## src/rtl/pipe_ifid_skid.sv

```systemverilog
// IF/ID pipeline stage: main entry M plus an optional one-entry skid S, with a flush/stall
// interface and saturating stall/flush event counters for the performance monitor.
module pipe_ifid_skid #(
  parameter int unsigned INSTR_W   = 16,
  parameter int unsigned PC_W      = 16,
  parameter logic [15:0] NOP_INSTR = 16'b1100_0000_0000_0000,
  parameter bit          SKID      = 1'b1,
  parameter int unsigned CNT_W     = 8
) (
  input  logic               clk_i,
  input  logic               rst_n,
  input  logic               in_valid_i,
  output logic               in_ready_o,
  input  logic [INSTR_W-1:0] instr_i,
  input  logic [PC_W-1:0]    pc_i,
  input  logic               stall_i,
  input  logic               flush_i,
  output logic               out_valid_o,
  output logic [INSTR_W-1:0] instr_o,
  output logic [PC_W-1:0]    pc_o,
  output logic [CNT_W-1:0]   stall_cnt_o,
  output logic [CNT_W-1:0]   flush_cnt_o
);

  localparam logic [INSTR_W-1:0] NopW = INSTR_W'(NOP_INSTR);

  logic               m_valid_q, m_valid_d;
  logic [INSTR_W-1:0] m_instr_q, m_instr_d;
  logic [PC_W-1:0]    m_pc_q, m_pc_d;
  logic               s_valid_q, s_valid_d;
  logic [INSTR_W-1:0] s_instr_q, s_instr_d;
  logic [PC_W-1:0]    s_pc_q, s_pc_d;
  logic               rdy_q;
  logic [CNT_W-1:0]   stall_cnt_q, stall_cnt_d;
  logic [CNT_W-1:0]   flush_cnt_q, flush_cnt_d;
  logic               accept;

  // With the skid present, ready is a register image of !S.valid; otherwise it is combinational.
  assign in_ready_o = SKID ? rdy_q : (!stall_i || !m_valid_q);
  assign accept     = in_valid_i && in_ready_o;

  always_comb begin
    m_valid_d = m_valid_q;
    m_instr_d = m_instr_q;
    m_pc_d    = m_pc_q;
    s_valid_d = s_valid_q;
    s_instr_d = s_instr_q;
    s_pc_d    = s_pc_q;

    if (flush_i) begin
      m_valid_d = 1'b0;
      m_instr_d = NopW;
      s_valid_d = 1'b0;
    end else if (!stall_i) begin
      if (s_valid_q) begin
        m_valid_d = 1'b1;
        m_instr_d = s_instr_q;
        m_pc_d    = s_pc_q;
        s_valid_d = 1'b0;
      end else if (accept) begin
        m_valid_d = 1'b1;
        m_instr_d = instr_i;
        m_pc_d    = pc_i;
      end else begin
        m_valid_d = 1'b0;
        m_instr_d = NopW;
      end
    end else if (accept) begin
      if (!m_valid_q) begin
        m_valid_d = 1'b1;
        m_instr_d = instr_i;
        m_pc_d    = pc_i;
      end else if (SKID) begin
        s_valid_d = 1'b1;
        s_instr_d = instr_i;
        s_pc_d    = pc_i;
      end
    end
    s_valid_d = s_valid_d && SKID;
  end

  always_comb begin
    stall_cnt_d = stall_cnt_q;
    flush_cnt_d = flush_cnt_q;
    if (stall_i && m_valid_q && (stall_cnt_q != '1)) stall_cnt_d = stall_cnt_q + 1'b1;
    if (flush_i && (flush_cnt_q != '1))               flush_cnt_d = flush_cnt_q + 1'b1;
  end

  always_ff @(posedge clk_i or negedge rst_n) begin
    if (!rst_n) begin
      m_valid_q   <= 1'b0;
      m_instr_q   <= NopW;
      m_pc_q      <= '0;
      s_valid_q   <= 1'b0;
      s_instr_q   <= '0;
      s_pc_q      <= '0;
      rdy_q       <= 1'b1;
      stall_cnt_q <= '0;
      flush_cnt_q <= '0;
    end else begin
      m_valid_q   <= m_valid_d;
      m_instr_q   <= m_instr_d;
      m_pc_q      <= m_pc_d;
      s_valid_q   <= s_valid_d;
      s_instr_q   <= s_instr_d;
      s_pc_q      <= s_pc_d;
      rdy_q       <= !s_valid_d;
      stall_cnt_q <= stall_cnt_d;
      flush_cnt_q <= flush_cnt_d;
    end
  end

  assign out_valid_o = m_valid_q;
  assign instr_o     = m_instr_q;
  assign pc_o        = m_pc_q;
  assign stall_cnt_o = stall_cnt_q;
  assign flush_cnt_o = flush_cnt_q;

endmodule

```

## config.mk

```make
export PLATFORM = sky130hd
export DESIGN_NAME = pipe_ifid_skid
export DESIGN_NICKNAME = d
export VERILOG_FILES = /design/src/rtl/pipe_ifid_skid.sv
export SDC_FILE = /design/constraint.sdc
export NUM_CORES = 1
export LEC_CHECK = 0
export ABC_AREA = 1
export CORE_MARGIN = 8
export CORE_UTILIZATION = 48
export DETAILED_ROUTE_END_ITERATION = 10
export GPL_TIMING_DRIVEN = 0
export PLACE_DENSITY = 0.76
export SLEW_MARGIN = 20
export SYNTH_ARGS = -nofsm -noshare
export SYNTH_HDL_FRONTEND = slang
export SYNTH_SLANG_ARGS = --single-unit
```

## constraint.sdc

```tcl
create_clock -name clk_i -period 3.5 [get_ports clk_i]
set_clock_uncertainty 0.05 [all_clocks]
set_input_delay 0.7 -clock clk_i [delete_from_list [all_inputs] [get_ports clk_i]]
set_output_delay 0.7 -clock clk_i [all_outputs]
set_load 0.05 [all_outputs]
```

==> summary.md, run 1 <==
| Metric | Value |
|---|---|
| Power density cells | `576 nW/um^2` |
| Fraction of power spent switching nets | `36.3%` |
| Min-delay worst type | `in2async` |
| Proportion of power drawn by flip-flops and latches | `42.8%` |
| Syn Inst Count | `490` |
| MaxCap Viol Count | `0` |
| Clock buffers created by TritonCTS | `9` |
| Final count of pins violating max slew | `0` |
| Worst Path Class, Setup | `reg2out` |
| Port buffer count | `86` |
| Total via count in the routed design | `3412` |
| Seq/Total Area, Yosys | `52.6%` |
| Max stage delay cell, worst path | `sky130_fd_sc_hd__clkdlybuf4s50_1` |
| Worst setup EP type | `output pin` |
| Total setup buffers inserted after CTS | `0` |
| Clock tree from TritonCTS | `built` |
| Number of instances resized during post-cts repair | `0` |
| Placer congestion estimate | `0.795` |
| Largest driver fanout on the critical path | `2` |
| Die span in x | `107 um` |
| Share of the synthesized area in the top cell type | `50.6%` |
| Remaining global-route overflow | `0` |
| Cell area after synthesis | `3950 um^2` |
| DIE AREA | `11400 um^2` |
| Number of warnings reported in the yosys synthesis log | `0` |
| Final critical-path share of the clock period | `69.8%` |
| Total design power | `0.00299 W` |
| Clock slew at the register clock pins of the worst setup and hold paths | `0.08 ns` |
| First-pass iteration count of the detailed router | `4` |
| Antenna Nets Post-Route | `0` |
| Number of antenna violations at the first check in global routing | `0` |
| Average footprint of a synthesized cell | `8.07 um^2` |
| Worst ir drop on vdd | `0.279 mV` |
| Setup slack at placement | `1.01 ns` |
| Hold Violations, Final | `0` |
| Register bit total from synthesis | `83` |
| Post-synth net total | `529` |
| Maximum frequency from static timing analysis | `409 MHz` |
| Slew at the pin closest to its max-slew limit | `0.519 ns` |
| Clock network power share | `25.1%` |
| Per-cell routed wire length | `13.8 um` |
| DRC | `0` |
| Vias in the first global route | `3472` |
| Proportion of power drawn by combinational gates | `32.1%` |
| H-Tree Depth | `3` |
| Setup ws final | `1.06 ns` |
| Maximum number of pins on one net before global-route repair | `48` |
| Count of hold buffers inserted by post-cts repair | `0` |
| Fillers | `717` |
| Placed Instance Area | `4970 um^2` |
| Total wire length after detailed routing | `9600 um` |
| Row cnt | `33` |
| Post-synth EDFFs | `0` |
| Startpoint of the worst register-to-register path | `in_ready_o$_DFF_PN1_` |
| Fraction of layout cells with a size suffix above 1 | `10.7%` |
| Total number of nets in the final design | `627` |
| Number of logic stages on the critical path including buffering | `1` |
| Most used standard cell by instance count after synthesis | `sky130_fd_sc_hd__nand2_1` |
| Reg area | `2080 um^2` |
| Area taken by multi-input logic gates | `1520 um^2` |
| Slew Limit Headroom | `65.3%` |
| Diode insertion count for antenna repair | `0` |
| Vias per cell | `4.90` |
| First-pass GRT wire length | `16200 um` |
| Top cells by area in the synthesized netlist | `sky130_fd_sc_hd__dfrtp_1 51%, sky130_fd_sc_hd__nand2_1 17%, sky130_fd_sc_hd__inv_1 5.5%, sky130_fd_sc_hd__o21ai_0 4.9%, sky130_fd_sc_hd__a21oi_2 3.5%` |
| Internal | `0.00190 W` |
| Slowest cell delay on critical path | `0.81 ns` |
| Die height | `107 um` |
| Layout-stage area growth over the synthesis result | `31.1%` |
| # clock sinks | `83` |
| Run status | `finished, final reports clean` |
| Synth async-reset ratio | `100%` |
| Maximum clock insertion buffer count | `2` |
| Type of element launching the critical path | `register` |
| Total of endpoints with negative setup slack in the final report | `0` |
| Family of cells with the greatest summed delay on the critical path | `buffers and inverters` |
| Top-level port count | `87` |
| Final HPWL from detailed placement | `7100 um` |
| Power spent charging and discharging nets | `0.00108 W` |
| Placeable core area | `8090 um^2` |
| Root buffer cell | `sky130_fd_sc_hd__clkbuf_8` |
| Number of unique standard cell types used by synthesis | `22` |
| Unrepaired setup endpoints after global routing | `false` |
| CP Buf/Inv Count | `1` |
| Tot GR Track Use | `17.5%` |
| Startpoint of the most critical setup path | `in_ready_o$_DFF_PN1_` |
| Period minus WS final | `2.44 ns` |
| Static power due to leakage | `2.49 nW` |
| Critical path required time | `2.75 ns` |
| Library cell with the largest summed area after synthesis | `sky130_fd_sc_hd__dfrtp_1` |
| Latest clock arrival within the worst-skew pair | `0.35 ns` |
| Depth of the most critical reg-to-reg path | `6` |
| Violation count after the first detailed-route iteration | `87` |
| Series of cell instances along the critical path | `clkdlybuf4s50_1` |
| Commonest cells post-synth | `177 x sky130_fd_sc_hd__nand2_1, 80 x sky130_fd_sc_hd__dfrtp_1, 58 x sky130_fd_sc_hd__inv_1` |
| Starting Density | `48.8%` |
| Worst endpoint data arrival time | `1.69 ns` |
| Post-synth top flop | `sky130_fd_sc_hd__dfrtp_1` |
| Post-route cell area | `5180 um^2` |
==> cell type report <==
type,instances,share of cell area (%)
sequential,83,40.1
tap,105,2.53
buffer,17,2.27
timing repair buffer,87,17.1
inverter,62,4.49
clock inverter,4,1.47
multi-input combinational,328,29.4
clock buffer,10,2.66
==> per-stage QoR <==
stage / instances / hold slack [ns] / utilization [%] / setup TNS (ns)
2_1_floorplan: 490 / 0.354 / - / 0
3_3_place_gp: 681 / 0.416 / 61.1 / -104.93
3_5_place_dp: 682 / 0.423 / 61.4 / 0
4_1_cts: 696 / 0.277 / 64.1 / 0
5_1_grt: 696 / 0.307 / 64.1 / 0
6_report: 696 / 0.273 / 64.1 / 0
==> cells by family (layout without fill, tap and decap cells) <==
family,Yosys count,count (layout),share of synthesized area [%]
flip-flops,83,83,52.6
AND/OR/NAND/NOR,238,238,24.6
adder cells (fa/ha/maj),2,2,0.633
AO/OA/AOI/OAI,82,82,11.9
buffers and inverters,79,180,8.86
XOR/XNOR,6,6,1.33
==> placed cells by master, fill, tap and decap left out, types with 6 or more instances in the layout <==
master                            synthesis  final
sky130_fd_sc_hd__nand3_1                 23     23
sky130_fd_sc_hd__clkbuf_8                 0     10
sky130_fd_sc_hd__buf_6                    6      6
sky130_fd_sc_hd__o21ai_1                 26     26
sky130_fd_sc_hd__nor2_1                  22     22
sky130_fd_sc_hd__o21ai_0                 39     39
sky130_fd_sc_hd__nand2_1                177    177
sky130_fd_sc_hd__a21oi_2                 16     16
sky130_fd_sc_hd__nor2_2                  10     10
sky130_fd_sc_hd__inv_1                   58     58
sky130_fd_sc_hd__dfrtp_1                 80     80
sky130_fd_sc_hd__clkbuf_1                 6      6
sky130_fd_sc_hd__clkdlybuf4s50_1          0     85
==> worst register-to-register path, cell delays in order, from the launching register on <==
cell	delay, ns
sky130_fd_sc_hd__dfstp_2	0.54
sky130_fd_sc_hd__nand2_1	0.10
sky130_fd_sc_hd__a21oi_2	0.36
sky130_fd_sc_hd__nand2_1	0.17
sky130_fd_sc_hd__buf_2	0.22
sky130_fd_sc_hd__nand2_1	0.07
sky130_fd_sc_hd__o21ai_0	0.08
==> power by group through the flow <==
stage / clock [W] / combinational, W / sequential, W
after global routing: 0.000805 / 0.00104 / 0.00130
after detailed placement: 0 / 0.000969 / 0.00129
after CTS: 0.000764 / 0.000972 / 0.00128
after global placement: 0 / 0.000943 / 0.00128
after floorplan: 0 / 0.000292 / 0.00161
final: 0.000749 / 0.000960 / 0.00128
==> path summary, 6_finish.rpt <==
| kind | endpoint | slack (ns) |
|---|---|---|
| min | s_pc_q[9]$_DFFE_PN0P_ | 0.27 |
| max | in_ready_o | 1.06 |
| max reg2reg | pc_o[12]$_DFFE_PN0P_ | 1.80 |
| min in group clk_i | pc_o[13]$_DFFE_PN0P_ | 0.44 |
| max in group asynchronous | instr_o[15]$_DFFE_PN1P_ | 2.46 |
| min reg2reg | pc_o[13]$_DFFE_PN0P_ | 0.44 |
==> state kept, by name, indices dropped and copies added (netlist names) <==
| signal | cells |
|---|---|
| stall_cnt_o | 8 |
| s_instr_q | 16 |
| instr_o | 16 |
| in_ready_o | 1 |
| s_valid_q | 1 |
| pc_o | 16 |
| out_valid_o | 1 |
| flush_cnt_o | 8 |
| s_pc_q | 16 |
==> routing by layer <==
| metal | GRT usage [%] | routed length, um | up-vias |
|---|---|---|---|
| met5 | 0 | 0 | - |
| met4 | 6.93 | 170 | 0 |
| met3 | 4.32 | 524 | 12 |
| met2 | 29.9 | 4660 | 79 |
| met1 | 20.8 | 4250 | 1612 |
| li1 | - | - | 1709 |
No activity file was read; power rests on OpenSTA's default activity.
==> run 2: changes to the inputs <==
--- a/config.mk
+++ b/config.mk
@@ -7,10 +7,10 @@
 export LEC_CHECK = 0
 export ABC_AREA = 1
 export CORE_MARGIN = 8
-export CORE_UTILIZATION = 48
+export CORE_UTILIZATION = 46
 export DETAILED_ROUTE_END_ITERATION = 10
 export GPL_TIMING_DRIVEN = 0
-export PLACE_DENSITY = 0.76
+export PLACE_DENSITY = 0.77
 export SLEW_MARGIN = 20
 export SYNTH_ARGS = -nofsm -noshare
 export SYNTH_HDL_FRONTEND = slang
==> constraint.sdc (replaced) <==
create_clock -name clk_i -period 2 [get_ports clk_i]
set_clock_uncertainty 0.05 [all_clocks]
set_input_delay 0.4 -clock clk_i [delete_from_list [all_inputs] [get_ports clk_i]]
set_output_delay 0.4 -clock clk_i [all_outputs]
set_load 0.05 [all_outputs]
==> run 2 against run 1 <==
Final area rose by 0.60%. Critical path type unchanged. Sequential power is 74% higher. Largest power group unchanged. Setup slack worse by 1.0 ns.
==> summary.md, run 2 (synthesis results as in run 1) <==
| Metric | Value |
|---|---|
| Run status | `finished, final reports clean` |
| DRC | `0` |
| Total via count in the routed design | `3437` |
| Critical path required time | `1.55 ns` |
| Worst R2R End | `pc_o[9]$_DFFE_PN0P_` |
| Worst ir drop on vdd | `0.546 mV` |
| Slew at the pin closest to its max-slew limit | `0.555 ns` |
| Starting Density | `46.5%` |
| Most common library cell in the layout ignoring fill and taps | `sky130_fd_sc_hd__nand2_1` |
| Worst Path Class, Setup | `reg2out` |
| Endpoint, Worst Hold | `pc_o[14]$_DFFE_PN0P_` |
| Power density cells | `973 nW/um^2` |
| Final critical-path share of the clock period | `97.8%` |
| Flop-to-flop setup slack | `0.26 ns` |
| DIE AREA | `11800 um^2` |
| MaxCap Viol Count | `0` |
| Final count of pins violating max slew | `0` |
| Die height | `109 um` |
| Series of cell instances along the critical path | `clkdlybuf4s50_1` |
| Slew Limit Headroom | `63.0%` |
| Maximum frequency from static timing analysis | `511 MHz` |
| Violation count after the first detailed-route iteration | `115` |
| Fillers | `733` |
| Clock tree from TritonCTS | `built` |
| Largest driver fanout on the critical path | `2` |
| CP Buf/Inv Count | `1` |
| H-Tree Depth | `3` |
| First-pass iteration count of the detailed router | `4` |
| Antenna Nets Post-Route | `0` |
| Row cnt | `34` |
| Startpoint of the worst register-to-register path | `in_ready_o$_DFF_PN1_` |
| First-pass GRT wire length | `16000 um` |
| Clock slew at the register clock pins of the worst setup and hold paths | `0.09 ns` |
| Top-level port count | `87` |
| Min-delay src | `pc_o[14]$_DFFE_PN0P_` |
| Post-route cell area | `5220 um^2` |
| Tot GR Track Use | `16.9%` |
| Total wire length after detailed routing | `9710 um` |
| Final HPWL from detailed placement | `7110 um` |
| Placer congestion estimate | `0.811` |
| Type of element launching the critical path | `register` |
| Maximum clock insertion buffer count | `2` |
| Period minus WS final | `1.96 ns` |
| Total of endpoints with negative setup slack in the final report | `0` |
| Layout-stage area growth over the synthesis result | `31.9%` |
| Placed Instance Area | `4970 um^2` |
| Placed cell count | `685` |
| Depth of the most critical reg-to-reg path | `6` |
| Family of cells with the greatest summed delay on the critical path | `buffers and inverters` |
| # clock sinks | `83` |
| Unrepaired setup endpoints after global routing | `false` |
| Root buffer cell | `sky130_fd_sc_hd__clkbuf_8` |
| Port buffer count | `86` |
| Total number of nets in the final design | `628` |
| Diode insertion count for antenna repair | `0` |
| Worst setup EP type | `output pin` |
| Vias per cell | `4.90` |
| Cell depth of the worst min-delay path | `2` |
| Clock buffers created by TritonCTS | `9` |
| Per-cell routed wire length | `13.8 um` |
| Final instance count without filler cells | `702` |
| Maximum number of pins on one net before global-route repair | `44` |
| Hold Violations, Final | `0` |
| Latest clock arrival within the worst-skew pair | `0.34 ns` |
| Die span in x | `109 um` |
| Fraction of layout cells with a size suffix above 1 | `10.8%` |
| Min-delay worst type | `reg2reg` |
| Slowest cell delay on critical path | `0.81 ns` |
| Placeable core area | `8510 um^2` |
| Commonest cells after routing, fill and taps aside | `177 x sky130_fd_sc_hd__nand2_1, 80 x sky130_fd_sc_hd__dfrtp_1, 58 x sky130_fd_sc_hd__inv_1` |
| Remaining global-route overflow | `0` |
| Vias in the first global route | `3568` |
| Static power due to leakage | `2.90 nW` |
| Number of antenna violations at the first check in global routing | `0` |
| Max stage delay cell, worst path | `sky130_fd_sc_hd__clkdlybuf4s50_1` |
| Worst endpoint data arrival time | `1.51 ns` |
==> run 2: changes by cell type in the layout (fill, tap and decap cells not counted), sizes merged <==
cell,previous run,this run
bufinv,2,1
clkbuf,16,18
clkdlybuf4s50,85,38
clkinv,1,3
clkinvlp,1,0
dlygate4sd2,0,22
dlygate4sd3,0,1
dlymetal6s2s,0,25
==> run 2: metal layers <==
metal,global-route usage (%),part of all wire [%],vias to the layer above
met5,0,0,-
met4,6.55,0.67,0
met3,3.25,4.6,5
met2,29.1,51,68
met1,20.4,44,1646
li1,-,-,1718
==> run 2: final cells by class <==
type | count | area [um^2] | area share, %
sequential | 83 | 2080 | 39.9
inverter | 62 | 233 | 4.46
clock inverter | 4 | 48.8 | 0.936
timing repair buffer | 88 | 923 | 17.7
clock buffer | 12 | 155 | 2.98
tap | 108 | 135 | 2.59
buffer | 17 | 118 | 2.26
multi-input combinational | 328 | 1520 | 29.2
==> run 2: metrics by stage <==
stage          util (%)  total power, W  TNS (ns)  setup WS (ns)  hold WS, ns
6_report           61.3         0.00508         0         0.0437        0.433
5_1_grt            61.3         0.00534         0        0.00256        0.460
4_1_cts            60.6         0.00513         0        0.00272        0.442
3_5_place_dp       58.4         0.00396     -3.43         -0.212        0.377
3_3_place_gp       58.2         0.00390   -205.34          -2.49        0.415
2_1_floorplan         -         0.00333         0          0.203       0.0544
==> run 2: what timing repair did <==
action	4_1_cts	5_1_grt
endpoints found under the hold margin	15	0
pin swaps	0	0
gates resized for setup	22	25
setup buffers	0	0
gates cloned	0	0
setup endpoints to repair	22	25
hold buffers	1	0
==> run 2: worst reg2reg max path, delay by kind of cell, from the launching register on <==
family,cells,cell delay [ns]
AOI/OAI and AO/OA,2,0.45
buffers and inverters,1,0.22
DFF,1,0.54
and+or+nand+nor,3,0.35
==> run 2: worst max-delay path by stage <==
stage | start | endpoint | slack [ns] | depth (start not counted)
floorplan | stall_cnt_o[1]$_DFFE_PN0P_ | stall_cnt_o[4]$_DFFE_PN0P_ | 0.20 | 8
global placement | rst_n | flush_cnt_o[1]$_DFFE_PN0P_ | -2.49 | 1
detailed placement | stall_i | instr_o[4]$_DFFE_PN0P_ | -0.21 | 6
CTS | instr_o[8]$_DFFE_PN0P_ | instr_o[8] | 0.003 | 1
global route | stall_i | pc_o[13]$_DFFE_PN0P_ | 0.003 | 6
finish | instr_o[10]$_DFFE_PN0P_ | instr_o[10] | 0.04 | 1
==> run 2: report_power, final <==
| part | internal (W) | total [W] | leakage [nW] | switching [W] |
|---|---|---|---|---|
| sequential | 0.00200 | 0.00223 | 1.02 | 0.000224 |
| clock | 0.000645 | 0.00124 | 0.106 | 0.000592 |
| combinational | 0.000527 | 0.00161 | 1.77 | 0.00109 |
| total | 0.00317 | 0.00508 | 2.90 | 0.00190 |
==> run 3: changes to the inputs <==
--- a/config.mk
+++ b/config.mk
@@ -5,12 +5,12 @@
 export SDC_FILE = /design/constraint.sdc
 export NUM_CORES = 1
 export LEC_CHECK = 0
-export ABC_AREA = 1
+export ABC_AREA = 0
 export CORE_MARGIN = 8
-export CORE_UTILIZATION = 46
+export CORE_UTILIZATION = 45
 export DETAILED_ROUTE_END_ITERATION = 10
 export GPL_TIMING_DRIVEN = 0
-export PLACE_DENSITY = 0.77
+export PLACE_DENSITY = 0.76
 export SLEW_MARGIN = 20
 export SYNTH_ARGS = -nofsm -noshare
 export SYNTH_HDL_FRONTEND = slang
==> run 3 against run 2 <==
Worst hold slack gained 0.0047 ns. Global-route usage down 2.6 points. Clock power barely moved. Cell count fell by 33%. Total power up 7.6%. Area after synthesis shrank 3.8%. Setup slack improved by 0.00075 ns. Critical path depth did not move. Critical path type unchanged. Sequential power is 6% higher. Fmax hardly changed.
==> summary.md, run 3 <==
| Metric | Value |
|---|---|
| Run status | `finished, final reports clean` |
| Synth async-reset ratio | `100%` |
| Final HPWL from detailed placement | `5900 um` |
| Total number of nets in the final design | `399` |
| Layout-stage area growth over the synthesis result | `33.3%` |
| Type of element launching the critical path | `register` |
| Row cnt | `33` |
| Clock slew at the register clock pins of the worst setup and hold paths | `0.09 ns` |
| Total via count in the routed design | `2487` |
| Clock tree from TritonCTS | `built` |
| Placed Instance Area | `4820 um^2` |
| Post-synth net total | `299` |
| Series of cell instances along the critical path | `clkdlybuf4s50_1` |
| Slew at the pin closest to its max-slew limit | `0.535 ns` |
| Clock buffers created by TritonCTS | `9` |
| Syn Inst Count | `260` |
| Tot GR Track Use | `14.3%` |
| CP Buf/Inv Count | `1` |
| Library cell with the largest summed area after synthesis | `sky130_fd_sc_hd__dfrtp_1` |
| Final critical-path share of the clock period | `97.8%` |
| Total of endpoints with negative setup slack in the final report | `0` |
| Fillers | `672` |
| Placeable core area | `8220 um^2` |
| DIE AREA | `11600 um^2` |
| Slowest cell delay on critical path | `0.80 ns` |
| Starting Density | `46.3%` |
| Top-level port count | `87` |
| Remaining global-route overflow | `0` |
| First-pass GRT wire length | `13000 um` |
| Post-synth EDFFs | `0` |
| Worst endpoint data arrival time | `1.51 ns` |
| Share of the synthesized area in the top cell type | `52.6%` |
| Largest driver fanout on the critical path | `2` |
| Worst ir drop on vdd | `0.436 mV` |
| Post-route cell area | `5070 um^2` |
| Vias in the first global route | `2553` |
| Die span in x | `108 um` |
| Period minus WS final | `1.96 ns` |
| Antenna Nets Post-Route | `0` |
| Most common library cell in the layout ignoring fill and taps | `sky130_fd_sc_hd__dfrtp_1` |
| Worst setup EP type | `output pin` |
| Port buffer count | `86` |
| Register bit total from synthesis | `83` |
| MaxCap Viol Count | `0` |
| Slew Limit Headroom | `64.2%` |
| Cell area after synthesis | `3800 um^2` |
| Maximum number of pins on one net before global-route repair | `54` |
| Average footprint of a synthesized cell | `14.6 um^2` |
| Latest clock arrival within the worst-skew pair | `0.34 ns` |
| Commonest cells post-synth | `80 x sky130_fd_sc_hd__dfrtp_1, 55 x sky130_fd_sc_hd__mux2_2, 17 x sky130_fd_sc_hd__mux2_4` |
| First-pass iteration count of the detailed router | `4` |
| Commonest cells after routing, fill and taps aside | `80 x sky130_fd_sc_hd__dfrtp_1, 55 x sky130_fd_sc_hd__mux2_2, 39 x sky130_fd_sc_hd__clkdlybuf4s50_1` |
| H-Tree Depth | `3` |
| Maximum frequency from static timing analysis | `511 MHz` |
| Power density cells | `1080 nW/um^2` |
| # clock sinks | `83` |
| Static power due to leakage | `2.39 nW` |
| Final count of pins violating max slew | `0` |
| Number of warnings reported in the yosys synthesis log | `0` |
| Family of cells with the greatest summed delay on the critical path | `buffers and inverters` |
| Seq/Total Area, Yosys | `54.7%` |
| Setup ws final | `0.0444 ns` |
| Diode insertion count for antenna repair | `0` |
| Hold Violations, Final | `0` |
| Total wire length after detailed routing | `8200 um` |
| Worst Path Class, Setup | `reg2out` |
| Vias per cell | `5.29` |
| Max stage delay cell, worst path | `sky130_fd_sc_hd__clkdlybuf4s50_1` |
| Fraction of layout cells with a size suffix above 1 | `29.9%` |
| Violation count after the first detailed-route iteration | `54` |
| Min-delay worst type | `reg2reg` |
| Number of antenna violations at the first check in global routing | `0` |
| Per-cell routed wire length | `17.4 um` |
| Final hold slack | `0.438 ns` |
| Placer congestion estimate | `0.780` |
| Post-synth top flop | `sky130_fd_sc_hd__dfrtp_1` |
| Die height | `108 um` |
| Reg area | `2080 um^2` |
| Top cells by area in the synthesized netlist | `sky130_fd_sc_hd__dfrtp_1 53%, sky130_fd_sc_hd__mux2_2 16%, sky130_fd_sc_hd__mux2_4 6.7%, sky130_fd_sc_hd__mux2i_1 4.2%, sky130_fd_sc_hd__o2bb2ai_1 3.2%` |
| Critical path required time | `1.55 ns` |
| DRC | `0` |
| Maximum clock insertion buffer count | `2` |
| Root buffer cell | `sky130_fd_sc_hd__clkbuf_8` |
| Area taken by multi-input logic gates | `1570 um^2` |
| Setup slack at placement | `-0.373 ns` |
| Most used standard cell by instance count after synthesis | `sky130_fd_sc_hd__dfrtp_1` |
| Number of unique standard cell types used by synthesis | `34` |
[run 3: final timing paths]
| check | end | depth (start not counted) | startpoint | slack (ns) |
|---|---|---|---|---|
| worst max-delay path | instr_o[7] | 1 | instr_o[7]$_DFFE_PN0P_ | 0.04 |
| worst min-delay path | instr_o[2]$_DFFE_PN0P_ | 1 | instr_o[2]$_DFFE_PN0P_ | 0.44 |
| worst max register to register | flush_cnt_o[1]$_DFFE_PN0P_ | 4 | flush_cnt_o[0]$_DFFE_PN0P_ | 0.26 |
| worst min register to register | instr_o[2]$_DFFE_PN0P_ | 1 | instr_o[2]$_DFFE_PN0P_ | 0.44 |
| max in group asynchronous | in_ready_o$_DFF_PN1_ | 3 | rst_n | 0.77 |
| min in group asynchronous | stall_cnt_o[3]$_DFFE_PN0P_ | 2 | rst_n | 0.48 |
[run 3: power by group]
part / switching [W] / internal [W]
sequential: 0.000303 / 0.00206
combinational: 0.00114 / 0.000738
clock: 0.000605 / 0.000616
[run 3: stage by stage]
stage	total power, W	instances	setup TNS, ns	util [%]
2_1_floorplan	0.00367	260	0	-
3_3_place_gp	0.00433	451	-221.57	58.4
3_5_place_dp	0.00440	452	-13.75	58.7
4_1_cts	0.00554	469	0	60.8
5_1_grt	0.00574	470	-0.00503	61.7
6_report	0.00546	470	0	61.7
[run 3: routing by layer]
metal / vias to the layer above / track usage, % / part of all wire (%)
met5: - / 0 / 0
met3: 11 / 3.17 / 5.6
met4: 0 / 7.63 / 2.1
li1: 1153 / - / -
met2: 70 / 23.0 / 49
met1: 1253 / 17.6 / 43
[run 3: what timing repair did]
action	in CTS	in global routing
pin swaps	0	1
setup buffers	0	1
hold buffers	1	0
endpoints found under the hold margin	30	0
setup endpoints to repair	27	27
gates cloned	0	0
gates resized for setup	27	19
[run 3: layout make-up]
class                           instances  share of cell area [%]
Sequential cell                        83                    41.1
Clock inverter                          5                    1.23
Multi-Input combinational cell        161                    31.0
Timing Repair Buffer                   89                    18.3
Tap cell                              105                    2.59
Inverter                                3                   0.222
Buffer                                 13                    2.79
Clock buffer                           11                    2.79
[run 3: cells by family (layout without fill, tap and decap cells)]
family | after synthesis | count (layout) | share of synthesized area, %
mux | 88 | 88 | 27.2
buf+inv | 16 | 121 | 4.01
fa+ha+maj | 2 | 2 | 0.658
simple gates | 32 | 32 | 4.80
compound gates | 34 | 34 | 7.44
xor+xnor | 5 | 5 | 1.15
flops | 83 | 83 | 54.7
